==> src/rtl/mem_access.sv <==
// Memory-access stage: passes non-memory ops to writeback, runs a registered
// req/ack bus transaction for loads/stores with big-endian lane steering.
module mem_access #(
  parameter int unsigned TIMEOUT = 0
) (
  input  logic        clk,
  input  logic        rst,
  input  logic [4:0]  mem_wd,
  input  logic        mem_wreg,
  input  logic [31:0] mem_wdata,
  input  logic        mem_enhilo,
  input  logic [31:0] mem_hi,
  input  logic [31:0] mem_lo,
  input  logic [7:0]  mem_aluop,
  input  logic [31:0] mem_mem_addr,
  input  logic [31:0] mem_reg2,
  output logic [4:0]  wb_wd,
  output logic        wb_wreg,
  output logic [31:0] wb_wdata,
  output logic        wb_enhilo,
  output logic [31:0] wb_hi,
  output logic [31:0] wb_lo,
  output logic        bus_req,
  output logic        bus_we,
  output logic [31:0] bus_addr,
  output logic [3:0]  bus_sel,
  output logic [31:0] bus_wdata,
  input  logic [31:0] bus_rdata,
  input  logic        bus_ack,
  output logic        stallreq,
  output logic        addr_err
);

  if (TIMEOUT != 0) begin : g_timeout_chk
    $error("mem_access: TIMEOUT is reserved and must be 0");
  end

  typedef enum logic [1:0] {IDLE, REQ, DONE} state_e;
  typedef enum logic [1:0] {SZ_B, SZ_H, SZ_W} size_e;

  state_e      state_q;
  logic [31:0] rdata_q;
  logic        bus_req_q, bus_we_q;
  logic [31:0] bus_addr_q, bus_wdata_q;
  logic [3:0]  bus_sel_q;

  logic        is_ld, is_st, sext, mem_op, misalign, start;
  size_e       sz;
  logic [3:0]  sel_d;
  logic [31:0] wdata_d, ld_ext;

  always_comb begin
    is_ld = 1'b0;
    is_st = 1'b0;
    sext  = 1'b0;
    sz    = SZ_W;
    case (mem_aluop)
      8'hE0: begin is_ld = 1'b1; sz = SZ_B; sext = 1'b1; end
      8'hE4: begin is_ld = 1'b1; sz = SZ_B; end
      8'hE1: begin is_ld = 1'b1; sz = SZ_H; sext = 1'b1; end
      8'hE5: begin is_ld = 1'b1; sz = SZ_H; end
      8'hE3: begin is_ld = 1'b1; sz = SZ_W; end
      8'hE8: begin is_st = 1'b1; sz = SZ_B; end
      8'hE9: begin is_st = 1'b1; sz = SZ_H; end
      8'hEB: begin is_st = 1'b1; sz = SZ_W; end
      default: ;
    endcase
    mem_op   = is_ld | is_st;
    misalign = ((sz == SZ_H) && mem_mem_addr[0]) ||
               ((sz == SZ_W) && (mem_mem_addr[1:0] != 2'b00));
    start    = mem_op && !misalign;
  end

  // Lane 3 (bits 31:24) holds the lowest byte address.
  always_comb begin
    sel_d   = 4'b1111;
    wdata_d = mem_reg2;
    case (sz)
      SZ_B: begin
        sel_d   = 4'b1000 >> mem_mem_addr[1:0];
        wdata_d = {4{mem_reg2[7:0]}};
      end
      SZ_H: begin
        sel_d   = mem_mem_addr[1] ? 4'b0011 : 4'b1100;
        wdata_d = {2{mem_reg2[15:0]}};
      end
      default: ;
    endcase
  end

  always_comb begin
    ld_ext = rdata_q;
    case (sz)
      SZ_B: begin
        logic [7:0] b;
        case (mem_mem_addr[1:0])
          2'b00:   b = rdata_q[31:24];
          2'b01:   b = rdata_q[23:16];
          2'b10:   b = rdata_q[15:8];
          default: b = rdata_q[7:0];
        endcase
        ld_ext = {{24{sext & b[7]}}, b};
      end
      SZ_H: begin
        logic [15:0] h;
        h      = mem_mem_addr[1] ? rdata_q[15:0] : rdata_q[31:16];
        ld_ext = {{16{sext & h[15]}}, h};
      end
      default: ;
    endcase
  end

  always_ff @(posedge clk or posedge rst) begin
    if (rst) begin
      state_q     <= IDLE;
      rdata_q     <= '0;
      bus_req_q   <= 1'b0;
      bus_we_q    <= 1'b0;
      bus_addr_q  <= '0;
      bus_sel_q   <= '0;
      bus_wdata_q <= '0;
    end else begin
      case (state_q)
        IDLE: if (start) begin
          bus_req_q   <= 1'b1;
          bus_we_q    <= is_st;
          bus_addr_q  <= {mem_mem_addr[31:2], 2'b00};
          bus_sel_q   <= sel_d;
          bus_wdata_q <= wdata_d;
          state_q     <= REQ;
        end
        REQ: if (bus_ack) begin
          rdata_q   <= bus_rdata;
          bus_req_q <= 1'b0;
          state_q   <= DONE;
        end
        default: state_q <= IDLE;
      endcase
    end
  end

  assign bus_req   = bus_req_q;
  assign bus_we    = bus_we_q;
  assign bus_addr  = bus_addr_q;
  assign bus_sel   = bus_sel_q;
  assign bus_wdata = bus_wdata_q;

  // Writeback outputs are combinational pass-through, forced to zero while
  // reset is asserted so the MEM/WB register never sees stale data.
  always_comb begin
    wb_wd     = mem_wd;
    wb_wreg   = mem_wreg;
    wb_wdata  = mem_wdata;
    wb_enhilo = mem_enhilo;
    wb_hi     = mem_hi;
    wb_lo     = mem_lo;
    stallreq  = 1'b0;
    addr_err  = 1'b0;
    if (rst) begin
      wb_wd     = '0;
      wb_wreg   = 1'b0;
      wb_wdata  = '0;
      wb_enhilo = 1'b0;
      wb_hi     = '0;
      wb_lo     = '0;
    end else if (mem_op) begin
      if (misalign) begin
        addr_err = 1'b1;
        wb_wreg  = 1'b0;
      end else begin
        case (state_q)
          DONE: begin
            if (is_ld) wb_wdata = ld_ext;
            else       wb_wreg  = 1'b0;
          end
          default: begin
            stallreq = 1'b1;
            wb_wreg  = 1'b0;
          end
        endcase
      end
    end
  end

endmodule

==> config.mk <==
export PLATFORM = sky130hd
export DESIGN_NAME = mem_access
export DESIGN_NICKNAME = d
export VERILOG_FILES = /design/src/rtl/mem_access.sv
export SDC_FILE = /design/constraint.sdc
export NUM_CORES = 1
export LEC_CHECK = 0
export BUFFER_PORTS_ARGS = -buffer_cell sky130_fd_sc_hd__buf_2
export CAP_MARGIN = 25
export CORE_AREA = 2 2 151 153
export DETAILED_ROUTE_END_ITERATION = 7
export DIE_AREA = 0 0 153 155
export GPL_TIMING_DRIVEN = 0
export MAX_ROUTING_LAYER = met4
export PLACE_DENSITY_LB_ADDON = 0.3
export SLEW_MARGIN = 40
export SYNTH_ARGS = -nofsm -noshare
export SYNTH_HDL_FRONTEND = slang
export SYNTH_SLANG_ARGS = --single-unit
==> constraint.sdc <==
create_clock -name clk -period 15.5 [get_ports clk]
set_clock_uncertainty 0.2 [all_clocks]
set_input_delay 2.325 -clock clk [delete_from_list [all_inputs] [get_ports clk]]
set_output_delay 2.325 -clock clk [all_outputs]
set_load 0.03 [all_outputs]
==> impl_metrics.toml, run 1 <==
[run_status]
status = "complete, no violations"

[setup_path]
cpMaxStageDelayCell = "nor2_1"
path_class = "input port to output port"
crit_chain = "buf_2 > nand4b_1 > nor2_1 > o211ai_1 > o211ai_1 > buf_2 > o31ai_1 > buf_2"
cp_max_fo = 10
max_stage_delay_ps = 630
startpoint_type = "input port"
end_kind = "output port"
cp.required_ps = 12980
arrival_ps = 4860
crit_top_cell = "buf_2"

[timing]
fin_crit_sh = 0.476
hold_viol = 0
setup_viol = 0
tns_ps = 0
period_minus_slack_ps = 7390
rsz0062_at_grt = "false"
relSlewSlack = 0.450
max_freq_mhz = 135
worst_pin_slew_ps = 821
maxSlewViolCount = 0

[clock_tree]
clk_pin_slew_worst_paths_ps = 70
clock-sinks = 102
clockRootBuffer = "clkbuf_16"
cts_made_buffers = 9
insertion_delay_ps = 360
htreeDepth = 3
clk_path_buf_depth = 2
cts_tree = "yes"
ctsHoldBuffers = 0
cts_resized = 0
cts_setup_buffers = 0

[floorplan]
coreArea_sq_um = 22200
die_h_microns = 155
die_w_microns = 153
start_util = 0.265
io_pins = 385
die_area_sq_um = 23700
rows = 55

[grt]
grt_pass1_wl_microns = 38500
grt_pass1_vias = 6500
grt_max_degree = 33
antenna_found_initial = 3
globalRouteOverflowTotal = 0
gr-usage-all-layers = 0.219

[placement]
numPortBuffers = 379
gp_congestion = 0.874
hpwl_microns = 21100

[final_layout]
drive_above_1_share = 0.449
final_nets = 1268
fin_util = 0.383
multi_input_area_sq_um = 3050
final.fill_count = 2335
mostFrequentLayoutCell = "buf_2"
area_growth_pct = 44.4
most-common-layout-cells = "buf_2 (393), nand2_1 (143), dfrtp_1 (102)"
seqCellArea_sq_um = 2550

[logic_synthesis]
yosysSeqAreaShare = 0.433
synthFlopType = "dfrtp_1"
post-synth-top-area-cell = "dfrtp_1"
ys_top_cells_by_area = "dfrtp_1 (43%), nand2_1 (9.1%), mux2_2 (9.0%), nor2b_1 (7.5%), mux2i_1 (4.2%)"
ys.warnings.count = 0
ys_types = 45
synth_area_per_cell_sq_um = 8.87
yosys.area.top_type_share = 0.433
async_flop_share = 1.00
netlist_instances = 664
synth_seq_cells = 102
synth_area_sq_um = 5890
synth_edf_count = 0

[pwr]
irDropWorstVdd_uv = 47.6
leakagePower_uw = 0.00461
powerDensity_nw_per_um2 = 106

[detailed_routing]
dr.pass1.iters = 5
first_iter_violations = 462
wl_microns = 26200
viasPerCell = 4.82
drc = 0
drtAntennaViolNets = 0
routedWlPerCell_microns = 19.4
num_vias = 6510

[job]
max_cap_violations = 0

[min_path]
hp-class = "register to register"
## cells in the mapped netlist (all sizes together), types with 3 or more instances
library cell	instances
a221oi	8
o211ai	10
o311ai	6
buf	22
nor3	17
inv	14
nor2b	71
dfrtp	102
o21ai	11
o221a	6
mux2	47
nand3	18
clkbuf	33
nand2	144
a31oi	10
or2	3
a21o	3
a21oi	15
nor2	52
mux2i	25
o31ai	16
a221o	7
## worst paths after layout
path	start	endpoint	slack, ps	cells past startpoint
hold reg to reg	bus_req	bus_req	290	1
min in group asynchronous	rst	state_q[0]	2350	3
max in group asynchronous	rst	bus_addr[29]	12030	5
setup reg to reg	state_q[1]	bus_wdata[8]	13260	5
hold / removal	bus_req	bus_req	290	1
setup / recovery	mem_aluop[4]	wb_wdata[25]	8110	8
## cell type report
class / count / share of cell area
buffer: 55 / 0.0285
clock inverter: 7 / 0.00750
timing repair buffer: 382 / 0.230
sequential: 102 / 0.300
multi-input combinational: 493 / 0.358
tap: 285 / 0.0419
antenna: 3 / 0.000882
inverter: 15 / 0.00662
clock buffer: 9 / 0.0265
## layer usage
metal,vias to the layer above,GRT usage,share of wire
met4,0,0.0666,0.025
met2,291,0.378,0.50
met3,42,0.0499,0.069
li1,3075,-,-
met5,-,-,0
met1,3102,0.255,0.40
## worst max-delay path, delay by kind of cell
kind / cells / cell delay (ps)
compound gates: 3 / 810
buf+inv: 3 / 700
simple gates: 2 / 1020
## report_power, final
group / leakage [uW] / internal, uW / switching, uW / total, uW
combinational: 0.00317 / 110 / 198 / 308
clock: 0.000142 / 113 / 118 / 231
sequential: 0.00131 / 320 / 43.5 / 363
## stage by stage
| stage | setup slack [ps] | total power, uW | cell area [sq um] | hold slack [ps] | instances |
|---|---|---|---|---|---|
| after global placement | 4230 | 671 | 8150 | 263 | 1329 |
| after detailed placement | 8220 | 678 | 8210 | 275 | 1332 |
| final | 8110 | 902 | 8510 | 286 | 1351 |
| after floorplan | 6540 | 555 | 5900 | 262 | 665 |
| after CTS | 8210 | 910 | 8500 | 292 | 1348 |
| after global routing | 7990 | 951 | 8510 | 314 | 1351 |
## registers in the layout (all words and copies together) (netlist names)
signal,cells
bus_we,1
rdata_q,32
state_q,2
bus_wdata,32
bus_req,1
bus_sel,4
bus_addr,30
## cells by family after synthesis
| logic type | count (synthesis) | synth area share |
|---|---|---|
| AO/OA/AOI/OAI | 101 | 0.132 |
| XOR/XNOR | 1 | 0.00149 |
| buffers and inverters | 70 | 0.0501 |
| flip-flops | 102 | 0.433 |
| multiplexers | 73 | 0.136 |
| other | 1 | 0.000636 |
| AND/OR/NAND/NOR | 316 | 0.247 |
No activity file was read; power rests on OpenSTA's default activity.
==> run 2, diff against run 1 <==
--- a/config.mk
+++ b/config.mk
@@ -7,9 +7,9 @@
 export LEC_CHECK = 0
 export BUFFER_PORTS_ARGS = -buffer_cell sky130_fd_sc_hd__buf_2
 export CAP_MARGIN = 25
-export CORE_AREA = 2 2 151 153
+export CORE_AREA = 2 2 150 152
 export DETAILED_ROUTE_END_ITERATION = 7
-export DIE_AREA = 0 0 153 155
+export DIE_AREA = 0 0 152 154
 export GPL_TIMING_DRIVEN = 0
 export MAX_ROUTING_LAYER = met4
 export PLACE_DENSITY_LB_ADDON = 0.3
==> constraint.sdc (replaced) <==
create_clock -name clk -period 6 [get_ports clk]
set_clock_uncertainty 0.2 [all_clocks]
set_input_delay 0.9 -clock clk [delete_from_list [all_inputs] [get_ports clk]]
set_output_delay 0.9 -clock clk [all_outputs]
set_load 0.03 [all_outputs]
==> run 2 against run 1 <==
  * Clock power increased by 150%
  * Routed wire length decreased by 0.45%
  * Highest routed layer unchanged
  * Utilization increased by 0.76 points
  * Largest cell class unchanged
  * Final cell count decreased by 0.67%
  * Worst hold slack got worse by 11 ps
  * Critical endpoint is now wb_wdata[24]
  * Global-route usage increased by 0.36 points
==> impl_metrics.toml, run 2 (same netlist as run 1, synthesis figures left out) <==
[timing]
setup_viol = 0
max_freq_mhz = 225
rsz0062_at_grt = "false"
hold_viol = 0
relSlewSlack = 0.469
period_minus_slack_ps = 4440
tns_ps = 0
worst_pin_slew_ps = 792
maxSlewViolCount = 0
fin_crit_sh = 0.740

[run_status]
status = "complete, no violations"

[floorplan]
io_pins = 385
coreArea_sq_um = 21700
die_w_microns = 152
start_util = 0.272
die_h_microns = 154
rows = 54
die_area_sq_um = 23400

[clock_tree]
clk_pin_slew_worst_paths_ps = 80
clk_path_buf_depth = 2
clock-sinks = 102
ctsHoldBuffers = 0
cts_resized = 0
htreeDepth = 3
insertion_delay_ps = 360
cts_made_buffers = 9
clockRootBuffer = "clkbuf_16"
cts_tree = "yes"
cts_setup_buffers = 0

[min_path]
hp-class = "register to register"
hold_end = "bus_req"
min_from = "bus_req"
holdPathStages = 1

[final_layout]
finalNonFillerCells = 1342
drive_above_1_share = 0.447
mostFrequentLayoutCell = "buf_2"
fin_util = 0.391
area_growth_pct = 43.7
most-common-layout-cells = "buf_2 (393), nand2_1 (143), dfrtp_1 (102)"
final_nets = 1266

[setup_path]
crit_chain = "buf_2 > nand4b_1 > nor2_1 > o211ai_1 > o211ai_1 > buf_2 > o31ai_1 > buf_2"
crit_top_cell = "buf_2"
ff2ff_setup_slack_ps = 3790
max_stage_delay_ps = 630
cpMaxStageDelayCell = "nor2_1"
path_class = "input port to output port"
startpoint_type = "input port"
r2r.worst_path.cells = 4
r2r_end = "bus_addr[5]"
r2r_start = "state_q[1]"
end_kind = "output port"
arrival_ps = 3340
cp.required_ps = 4900
cp_max_fo = 10

[detailed_routing]
routedWlPerCell_microns = 19.4
first_iter_violations = 343
viasPerCell = 4.77
drtAntennaViolNets = 0
wl_microns = 26100
dr.pass1.iters = 5
num_vias = 6397
drc = 0

[placement]
hpwl_microns = 21200
gp_congestion = 0.876
dp_cells = 1325
numPortBuffers = 379

[pwr]
irDropWorstVdd_uv = 137
powerDensity_nw_per_um2 = 273
leakagePower_uw = 0.00459

[grt]
gr-usage-all-layers = 0.222
grt_max_degree = 61
grt_pass1_wl_microns = 38500
grt_pass1_vias = 6493
globalRouteOverflowTotal = 0
antenna_found_initial = 2

[job]
max_cap_violations = 0
run 2: power breakdown:
part           switching [uW]  internal [uW]
combinational             512            282
clock                     290            287
sequential                114            827
run 2: worst max-delay path by stage:
stage	depth (start not counted)	end	from	slack, ps
global route	8	wb_wdata[27]	mem_aluop[4]	1390
floorplan	4	wb_wdata[14]	rst	1670
finish	8	wb_wdata[24]	mem_aluop[4]	1560
CTS	8	wb_wdata[24]	mem_aluop[4]	1580
global placement	6	wb_wdata[24]	rst	570
detailed placement	8	wb_wdata[24]	mem_aluop[4]	1590
run 2: critical path, delay by kind of cell:
| kind | cells | cell delay [ps] |
|---|---|---|
| AO/OA/AOI/OAI | 3 | 780 |
| buffers and inverters | 3 | 670 |
| AND/OR/NAND/NOR | 2 | 980 |
run 2: layer usage:
layer  vias up  track usage  routed length, microns
li1       3063            -                       -
met1      3023        0.259                   10500
met2       275        0.362                   12500
met3        36       0.0761                    2400
met4         0       0.0730                     647
met5         -            -                       0
run 2: cell type report:
type | count | area, sq um
Fill cell | 2326 | 13200
Multi-Input combinational cell | 493 | 3050
Sequential cell | 102 | 2550
Timing Repair Buffer | 380 | 1920
Tap cell | 280 | 350
Buffer | 55 | 249
Clock buffer | 9 | 225
Clock inverter | 6 | 57.6
Inverter | 15 | 56.3
Antenna cell | 2 | 5.00
run 2: through the flow:
stage	instance area, sq um	hold slack [ps]	total power [uW]	setup slack [ps]
3_5_place_dp	8180	261	1750	1590
6_report	8470	275	2310	1560
4_1_cts	8460	279	2340	1580
2_1_floorplan	5900	262	1430	1670
3_3_place_gp	8140	262	1740	574
5_1_grt	8470	293	2440	1390
